$ cat config.mk
export PLATFORM = sky130hd
export DESIGN_NAME = ram_loader_flat
export DESIGN_NICKNAME = d
export VERILOG_FILES = /design/src/rtl/ram_loader_pkg.sv /design/src/rtl/ram_loader_if.sv /design/src/rtl/ram_loader_byte_assembler.sv /design/src/rtl/ram_loader.sv /design/src/flat_wrapper.sv
export SDC_FILE = /design/constraint.sdc
export NUM_CORES = 1
export LEC_CHECK = 0
export CAP_MARGIN = 20
export CORE_UTILIZATION = 48
export CTS_BUF_LIST = sky130_fd_sc_hd__clkbuf_16
export DETAILED_ROUTE_END_ITERATION = 16
export PLACE_DENSITY_LB_ADDON = 0.1
export SETUP_SLACK_MARGIN = 0.02
export SLEW_MARGIN = 5
export SYNTH_ARGS = -nofsm -noshare
export SYNTH_HDL_FRONTEND = slang
export SYNTH_HIERARCHICAL = 1
export SYNTH_SLANG_ARGS = --single-unit
$ cat constraint.sdc
create_clock -name clk -period 2.7 [get_ports clk]
set_input_delay 0.405 -clock clk [delete_from_list [all_inputs] [get_ports clk]]
set_output_delay 0.405 -clock clk [all_outputs]
set_load 0.005 [all_outputs]
$ cat src/rtl/ram_loader_pkg.sv
// ram_loader_pkg: shared types for the boot RAM loader.
//   state_t        - loader FSM states (CHECK only reachable with
//                    RAM_LOADER_CHECKSUM_EN defined)
//   bytes_per_word - bytes packed into one RAM word of a given width
package ram_loader_pkg;

  typedef enum logic [2:0] {
    IDLE,
    COLLECT,
    SETUP,
    STROBE,
    HOLD,
    CHECK,
    DONE
  } state_t;

  function automatic int bytes_per_word(input int data_width);
    return data_width / 8;
  endfunction

endpackage

$ cat src/rtl/ram_loader_if.sv
// ram_loader_if: byte-stream input and RAM write bus of the loader.
//   rx_data/rx_valid/rx_ready   - valid/ready byte stream from the receiver
//   ram_address/ram_data/ram_load - RAM write port; RAM captures on the
//                                   rising edge of ram_load
// master: the loader. slave: the receiver/RAM side.
interface ram_loader_if #(
  parameter int ADDR_WIDTH = 12,
  parameter int DATA_WIDTH = 32
);
  logic [7:0]            rx_data;
  logic                  rx_valid;
  logic                  rx_ready;
  logic [ADDR_WIDTH-1:0] ram_address;
  logic [DATA_WIDTH-1:0] ram_data;
  logic                  ram_load;

  modport master (input rx_data, rx_valid,
                  output rx_ready, ram_address, ram_data, ram_load);
  modport slave  (output rx_data, rx_valid,
                  input rx_ready, ram_address, ram_data, ram_load);
endinterface

$ cat src/rtl/ram_loader_byte_assembler.sv
// byte_assembler: packs accepted bytes little-endian into a word.
//   clr       - restart at byte 0 (new load)
//   byte_en   - a byte is accepted this cycle
//   byte_in   - the byte
//   word      - registered word under assembly; stable once full until
//               the next byte is accepted
//   word_full - combinational: the byte accepted this cycle completes the word
module byte_assembler
  import ram_loader_pkg::*;
#(
  parameter int DATA_WIDTH = 32
) (
  input  logic                  clk,
  input  logic                  rst,
  input  logic                  clr,
  input  logic                  byte_en,
  input  logic [7:0]            byte_in,
  output logic [DATA_WIDTH-1:0] word,
  output logic                  word_full
);
  localparam int BYTES_PER_WORD = bytes_per_word(DATA_WIDTH);
  localparam int IDX_W = (BYTES_PER_WORD > 1) ? $clog2(BYTES_PER_WORD) : 1;
  localparam logic [IDX_W-1:0] LAST = IDX_W'(BYTES_PER_WORD - 1);

  logic [IDX_W-1:0] idx;

  assign word_full = byte_en && (idx == LAST);

  always_ff @(posedge clk) begin
    if (rst) begin
      idx  <= '0;
      word <= '0;
    end else if (clr) begin
      idx <= '0;
    end else if (byte_en) begin
      word[idx*8 +: 8] <= byte_in;
      idx              <= word_full ? '0 : idx + 1'b1;
    end
  end
endmodule

$ cat src/rtl/ram_loader.sv
// ram_loader: boot-time loader feeding a byte stream into the program RAM.
//   clk, rst            - clock, synchronous active-high reset
//   start               - begin a load (only honoured when idle)
//   base_addr           - first word address, sampled on accepted start
//   word_count          - words to load (0..2^ADDR_WIDTH), sampled on start
//   bus (master)        - byte stream in, RAM write port out
//   busy / done / error - load active / completion pulse / checksum error
// Each word: collect bytes, then SETUP (addr/data valid), STROBE
// (ram_load=1), HOLD (addr/data held), so the RAM sees a clean strobe with
// one cycle of setup and hold.
// Optional: RAM_LOADER_CHECKSUM_EN adds a trailer byte that must make the
// 8-bit sum of all data bytes zero; otherwise error is set (sticky until
// the next accepted start).
module ram_loader
  import ram_loader_pkg::*;
#(
  parameter int ADDR_WIDTH = 12,
  parameter int DATA_WIDTH = 32
) (
  input  logic                  clk,
  input  logic                  rst,
  input  logic                  start,
  input  logic [ADDR_WIDTH-1:0] base_addr,
  input  logic [ADDR_WIDTH:0]   word_count,
  ram_loader_if.master          bus,
  output logic                  busy,
  output logic                  done,
  output logic                  error
);
  state_t                  state, state_n;
  logic [ADDR_WIDTH:0]     remaining;
  logic [DATA_WIDTH-1:0]   word;
  logic                    word_full;
  logic                    start_acc;
  logic                    byte_acc;

  assign start_acc = start && (state == IDLE);
  assign byte_acc  = (state == COLLECT) && bus.rx_valid && bus.rx_ready;

  byte_assembler #(.DATA_WIDTH(DATA_WIDTH)) u_asm (
    .clk      (clk),
    .rst      (rst),
    .clr      (start_acc),
    .byte_en  (byte_acc),
    .byte_in  (bus.rx_data),
    .word     (word),
    .word_full(word_full)
  );

  // The assembler's word register is the RAM data; no byte is accepted
  // between SETUP and HOLD so it is held across the strobe.
  assign bus.ram_data = word;

`ifdef RAM_LOADER_CHECKSUM_EN
  logic [7:0] sum;
  logic       chk_acc;

  assign chk_acc = (state == CHECK) && bus.rx_valid && bus.rx_ready;

  always_ff @(posedge clk) begin
    if (rst || start_acc) begin
      sum   <= '0;
      error <= 1'b0;
    end else begin
      if (byte_acc) sum <= sum + bus.rx_data;
      if (chk_acc)  error <= (8'(sum + bus.rx_data) != 8'd0);
    end
  end
`else
  assign error = 1'b0;
`endif

  always_ff @(posedge clk) begin
    if (rst) state <= IDLE;
    else     state <= state_n;
  end

  always_comb begin
    state_n = state;
    case (state)
      IDLE:    if (start) state_n = (word_count == '0) ? DONE : COLLECT;
      COLLECT: if (word_full) state_n = SETUP;
      SETUP:   state_n = STROBE;
      STROBE:  state_n = HOLD;
      HOLD: begin
        // remaining is decremented on this same edge; 1 means last word
        if (remaining == (ADDR_WIDTH+1)'(1)) begin
`ifdef RAM_LOADER_CHECKSUM_EN
          state_n = CHECK;
`else
          state_n = DONE;
`endif
        end else begin
          state_n = COLLECT;
        end
      end
`ifdef RAM_LOADER_CHECKSUM_EN
      CHECK:   if (chk_acc) state_n = DONE;
`endif
      DONE:    state_n = IDLE;
      default: state_n = IDLE;
    endcase
  end

  // Outputs are flops decoded from the next state, so each is a clean
  // register output (no decode glitch on ram_load).
  always_ff @(posedge clk) begin
    if (rst) begin
      busy            <= 1'b0;
      done            <= 1'b0;
      bus.rx_ready    <= 1'b0;
      bus.ram_load    <= 1'b0;
      bus.ram_address <= '0;
      remaining       <= '0;
    end else begin
      busy         <= (state_n != IDLE);
      done         <= (state_n == DONE);
      bus.rx_ready <= (state_n == COLLECT) || (state_n == CHECK);
      bus.ram_load <= (state_n == STROBE);
      if (start_acc) begin
        bus.ram_address <= base_addr;
        remaining       <= word_count;
      end else if (state == HOLD) begin
        bus.ram_address <= bus.ram_address + 1'b1;
        remaining       <= remaining - 1'b1;
      end
    end
  end
endmodule

$ cat src/flat_wrapper.sv
// flat-port wrapper written by rule: the top's interface ports become plain ports
module ram_loader_flat import ram_loader_pkg::*;
#(
  parameter int ADDR_WIDTH = 12,
  parameter int DATA_WIDTH = 32
)
  (clk, rst, start, base_addr, word_count, busy, done, error, bus_rx_data, bus_rx_valid, bus_rx_ready, bus_ram_address, bus_ram_data, bus_ram_load);
  ram_loader_if #(.ADDR_WIDTH(ADDR_WIDTH), .DATA_WIDTH(DATA_WIDTH)) bus_i ();
  input  logic clk;
  input  logic rst;
  input  logic start;
  input  logic [ADDR_WIDTH-1:0] base_addr;
  input  logic [ADDR_WIDTH:0] word_count;
  output logic busy;
  output logic done;
  output logic error;
  input wire logic [$bits(bus_i.rx_data)-1:0] bus_rx_data;
  input wire logic [$bits(bus_i.rx_valid)-1:0] bus_rx_valid;
  output wire logic [$bits(bus_i.rx_ready)-1:0] bus_rx_ready;
  output wire logic [$bits(bus_i.ram_address)-1:0] bus_ram_address;
  output wire logic [$bits(bus_i.ram_data)-1:0] bus_ram_data;
  output wire logic [$bits(bus_i.ram_load)-1:0] bus_ram_load;
  assign bus_i.rx_data = bus_rx_data;
  assign bus_i.rx_valid = bus_rx_valid;
  assign bus_rx_ready = bus_i.rx_ready;
  assign bus_ram_address = bus_i.ram_address;
  assign bus_ram_data = bus_i.ram_data;
  assign bus_ram_load = bus_i.ram_load;
  ram_loader #(.ADDR_WIDTH(ADDR_WIDTH), .DATA_WIDTH(DATA_WIDTH)) u_core (.clk(clk), .rst(rst), .start(start), .base_addr(base_addr), .word_count(word_count), .bus(bus_i), .busy(busy), .done(done), .error(error));
endmodule
==> results of run 1 <==
worst register-to-register path: cells and delay by family, from the launching register on:
| family | cells | cell delay [ns] |
|---|---|---|
| and+or+nand+nor | 6 | 1.15 |
| AOI/OAI and AO/OA | 2 | 0.43 |
| DFF | 1 | 0.48 |
cells in the final DEF, fill, tap and decap left out, types with 5 or more instances in the layout:
cell type and count:
dfxtp_1 66, inv_1 12, a31oi_1 7, nor3_1 10, ha_1 8, a32o_1 24
nand3_1 13, nand4_1 10, a21oi_1 28, clkdlybuf4s50_1 84, buf_4 6, clkbuf_16 9
nor2_1 19, o21ai_0 17, nand2_1 20, nor4_1 9, xor2_1 5
flip-flops by register name, summed over array words and instances, names as in the netlist:
name,count
u_core/u_asm/idx,2
u_core/bus.ram_address,12
u_core/u_asm/word,32
u_core/bus.rx_ready,1
u_core/busy,1
u_core/done,1
u_core/remaining,13
u_core/bus.ram_load,1
u_core/state,3
metal layers:
| metal | track usage (%) | vias up |
|---|---|---|
| met4 | 10.2 | 0 |
| met2 | 40.8 | 83 |
| met5 | 0 | - |
| met3 | 4.56 | 8 |
| met1 | 33.4 | 1376 |
| li1 | - | 1416 |
logic make-up (layout without fill, tap and decap cells):
| kind of cell | Yosys count | after routing |
|---|---|---|
| flops | 66 | 66 |
| fa+ha+maj | 8 | 8 |
| xor+xnor | 8 | 8 |
| other cells | 1 | 1 |
| buf+inv | 35 | 119 |
| mux | 1 | 1 |
| compound gates | 98 | 98 |
| simple gates | 114 | 114 |
cell type report:
cell class | count | area (sq um)
well taps | 75 | 93.8
flip-flops and latches | 66 | 1320
clock buffers | 9 | 225
clock inverters | 7 | 92.6
inverters | 13 | 48.8
fillers | 470 | 1780
multi-input cells | 230 | 1540
repair buffers | 90 | 886
power groups by stage:
stage / clock network [mW] / registers, mW / logic [mW]
finish: 1.23 / 1.06 / 0.292
global route: 1.29 / 1.07 / 0.321
CTS: 1.24 / 1.06 / 0.291
detailed placement: 0 / 1.08 / 0.287
global placement: 0 / 1.08 / 0.283
floorplan: 0 / 1.07 / 0.154
metrics by stage:
step / setup slack [ns] / total power [mW]
global route: 0.391 / 2.68
floorplan: 0.676 / 1.22
finish: 0.571 / 2.58
CTS: 0.549 / 2.60
detailed placement: 0.362 / 1.37
global placement: 0.355 / 1.36
worst min path at each step:
stage                                 end  slack [ns]  cells past startpoint                  start
detailed placement  u_core/u_asm/word[25]        0.45                      1  u_core/u_asm/word[25]
finish              u_core/u_asm/word[25]        0.46                      1  u_core/u_asm/word[25]
global route        u_core/u_asm/word[25]        0.48                      1  u_core/u_asm/word[25]
CTS                 u_core/u_asm/word[25]        0.47                      1  u_core/u_asm/word[25]
floorplan            u_core/u_asm/word[0]        0.45                      2   u_core/u_asm/word[0]
global placement     u_core/u_asm/word[1]        0.44                      2   u_core/u_asm/word[1]
==> out/qor.csv, run 1 <==
metric,value,unit
critPathTopFamily,simple AND/OR/NAND/NOR gates,
combPwrFrac,11.3,%
drtIter0Drc,166,
seqPwrFrac,41.1,%
synth-compound-area-share,22.9,%
worst-path-stages,8,
cts_tree,done,
synth_edf_count,0,
startpoint_type,flip-flop,
regToRegSetupSlack,0.57,ns
grt_pass1_vias,2734,
cp.buffers_inverters,0,
fin_crit,2.13,ns
yosys.area.top_type,dfxtp_1,
avgSynthCellArea,9.16,sq um
path_cells,"nor2b_1, nand3_1, nor2_1, and2_1, or3b_2, a311oi_1, a22oi_1, nor3b_1",
final.setup.tns,0,ns
overflow,0,
clockPowerShare,47.6,%
power_switching,0.611,mW
yosys.area_share.adder,3.30,%
wl_met2,3770,um
fin_worst_skew,0.00255,ns
area_growth,38.8,%
routedWlPerCell,15.9,um
utilization,70.3,%
p_leak,1.47,nW
antenna_found_initial,0,
yosys_most_used_dff,dfxtp_1,
cts_sinks,66,
vias_per_cell,5.88,
synth-simple-area-share,21.7,%
ir_drop,0.000517,V
async_flop_share,0,%
dp.cells,474,
dieArea,6640,sq um
max_stage_delay,0.48,ns
slew_viol_final,0,
relSlewSlack,58.5,%
synth-xor-area-share,2.31,%
htreeDepth,3,
rsz0062_at_grt,no,
highest_layer,met4,
crit_arrival,2.37,ns
start_util,50.6,%
synth_warnings,6,
design_area,4210,sq um
clkTransAtPathRegs,0.05,ns
syn_inst,331,
grt_start_max_net_pins,32,
synth.top_cells.by_count,"dfxtp_1, a21oi_1, a32o_1",
critPathRequiredTime,2.94,ns
placementRows,28,
yosysTopAreaCellShare,43.6,%
timing.hold.ws,0.464,ns
worst-slew-pin-transition,0.618,ns
reg2reg_from,u_core/state[1],
fmax,470,MHz
drt-total-wl,7810,um
layout-drive-gt1-share,9.16,%
p_sw_share,23.7,%
power.internal,1.97,mW
end_kind,flip-flop,
antennaDiodeCount,0,
vias,2883,
grt_use_total,25.3,%
worst-setup-path-type,flip-flop to flip-flop,
ctsResizeCount,0,
dpl-instance-area,3890,sq um
ys_ff_latch,66,
holdCritPathClass,flip-flop to flip-flop,
antenna_left,0,
die_w,81.5,um
crit_fanout,9,
netlist_area,3030,sq um
wl_met3,407,um
worstSkewPairLatency,0.32,ns
post-synth-top-count-cell,dfxtp_1,
synth_top_family_by_area,compound AO/OA/AOI/OAI gates,
muxShareOfSynthArea,0.330,%
p_per_area,613,nW/um^2
numCtsBuffers,9,
startpoint,u_core/state[1],
coreArea,5990,sq um
yosysSeqAreaShare,43.6,%
cts_buffer_depth,2,
ctsHoldBuffers,0,
gp_congestion,0.901,
nets,455,
rr_endpoint,u_core/bus.rx_ready,
r2r_cells,8,
drt-pass1-iter-count,4,
grt_pass1_wl,12900,um
place_hpwl,5480,um
synthTopCellsByArea,"dfxtp_1, a32o_1, a21oi_1",
wl_met1,3550,um
port_buffers,84,
slowest_stage,dfxtp_1,
period_share,78.8,%
hold_violations,0,
drv_cap,0,
ys_types,57,
status,completed,
crit_end,u_core/bus.rx_ready,
cts_root_buf,clkbuf_16,
die_h,81.5,um
setup_viol,0,
fin_cells,490,
syn_nets,376,
ios,86,
cts_setup_buffers,0,
drc,0,
Note: power is estimated with default switching activity, not from simulation.
==> inputs of run 2 (changes only) <==
clock period = 2.1 ns   (was 2.7 ns; I/O delays follow)
==> run 2 against run 1 <==
  * Non-clock buffer count is 13 higher
  * Clock power is 21% higher
  * Global-route usage is 0.12 points lower
  * Combinational power is 40% higher
  * Register-to-register slack worse by 0.39 ns
  * Maximum frequency is 11% higher
  * Total power is 26% higher
  * Hold slack worse by 0.0078 ns
==> out/qor.csv, run 2 (synthesis gave the netlist of run 1 again) <==
metric,value,unit
grt_start_max_net_pins,32,
grt_pass1_vias,2648,
vias,2935,
die_h,81.5,um
drv_cap,0,
status,completed,
die_w,81.5,um
worstSkewPairLatency,0.32,ns
drt-total-wl,8010,um
ios,86,
nets,468,
largest_reg_flops,32,
critPathRequiredTime,2.34,ns
numCtsBuffers,9,
relSlewSlack,62.1,%
power.internal,2.45,mW
dp.cells,486,
coreArea,5990,sq um
place_ws,-0.216,ns
drc,0,
antenna_left,0,
power_switching,0.816,mW
drtIter0Drc,152,
holdCritPathClass,flip-flop to flip-flop,
p_per_area,760,nW/um^2
design_area,4300,sq um
worst-setup-path-type,flip-flop to flip-flop,
overflow,0,
area_growth,41.6,%
cts_buffer_depth,2,
min_path_cells,2,
fillers,470,
hold_violations,0,
layout-drive-gt1-share,12.1,%
period_share,91.3,%
place_hpwl,5560,um
grt_use_total,25.2,%
port_buffers,84,
seqPwrFrac,41.7,%
htreeDepth,3,
cts_setup_buffers,0,
slew_viol_final,0,
crit_fanout,5,
clkTransAtPathRegs,0.05,ns
timing.hold.ws,0.456,ns
fin_worst_skew,0.00566,ns
drt-pass1-iter-count,4,
combPwrFrac,12.5,%
fin_ws,0.182,ns
gp_congestion,0.918,
largestRegisters,"u_core/u_asm/word x32, u_core/remaining x13, u_core/bus.ram_address x12",
cts_root_buf,clkbuf_16,
placementRows,28,
ctsHoldBuffers,0,
end_kind,flip-flop,
crit_arrival,2.16,ns
fin_crit,1.92,ns
dpl-instance-area,3980,sq um
fmax,521,MHz
ctsResizeCount,0,
ir_drop,0.000511,V
final.setup.tns,0,ns
antenna_found_initial,0,
antennaDiodeCount,0,
most-common-layout-cells,"clkdlybuf4s50_1, dfxtp_1, a21oi_1",
cts_sinks,66,
largest-register,u_core/u_asm/word,
setup_viol,0,
fin_total_pwr,3.26,mW
routedWlPerCell,15.9,um
cts_tree,done,
r2r_cells,6,
final_common_cell,clkdlybuf4s50_1,
worst-slew-pin-transition,0.566,ns
utilization,71.7,%
vias_per_cell,5.83,
rsz0062_at_grt,no,
startpoint_type,flip-flop,
fin_cells,503,
dieArea,6640,sq um
start_util,50.6,%
p_leak,1.53,nW
p_sw_share,25.0,%
grt_pass1_wl,12800,um
clockPowerShare,45.8,%
==> run 2: cell types whose count changed in the layout (fill, tap and decap cells not counted), sizes merged <==
| cell | previous run | this run |
|---|---|---|
| buf | 6 | 19 |
| clkinv | 2 | 4 |
| bufinv | 2 | 1 |
| clkinvlp | 2 | 1 |
==> run 2: area by class of cell <==
| class | count | area (sq um) | share of cell area (%) |
|---|---|---|---|
| Clock inverter | 7 | 77.6 | 1.81 |
| Tap cell | 75 | 93.8 | 2.18 |
| Timing Repair Buffer | 103 | 987 | 23.0 |
| Clock buffer | 9 | 225 | 5.24 |
| Sequential cell | 66 | 1320 | 30.8 |
| Multi-Input combinational cell | 230 | 1540 | 35.9 |
| Inverter | 13 | 48.8 | 1.14 |
==> run 2: routing by layer <==
layer  up-vias  global-route usage [%]  wire (um)  share of wire [%]
li1       1435                       -          -                  -
met1      1402                    33.8       3680                 46
met2        88                    39.3       3840                 48
met3        10                    4.22        363                4.5
met4         0                    11.8        121                1.5
met5         -                       0          0                  0
==> run 2: worst max-delay path, cell delays in order, from the launching register on <==
cell and delay, ns:
dfxtp_1 0.33, ha_1 0.27, and2_1 0.20, or3b_2 0.43
a311oi_1 0.27, a22oi_1 0.14, nor3b_1 0.20
==> run 2: path summary, 6_finish.rpt <==
kind	start	to	slack [ns]
worst max-delay path	u_core/u_asm/idx[0]	u_core/bus.rx_ready	0.18
worst min-delay path	u_core/u_asm/word[0]	u_core/u_asm/word[0]	0.46
worst min register to register	u_core/u_asm/word[0]	u_core/u_asm/word[0]	0.46
worst max register to register	u_core/u_asm/idx[0]	u_core/bus.rx_ready	0.18
==> run 2: power groups by stage <==
stage | registers [mW] | clock network (mW) | logic (mW)
detailed placement | 1.39 | 0 | 0.402
global route | 1.37 | 1.58 | 0.448
global placement | 1.38 | 0 | 0.395
finish | 1.36 | 1.49 | 0.409
CTS | 1.36 | 1.52 | 0.408
floorplan | 1.37 | 0 | 0.197
==> inputs of run 3 (changes only) <==
CTS_CLUSTER_SIZE = 40   (was default)
SLEW_MARGIN = 0   (was 5)
==> results of run 3 <==
Same layout as run 2: the final DEF is identical, and so are final timing and power.
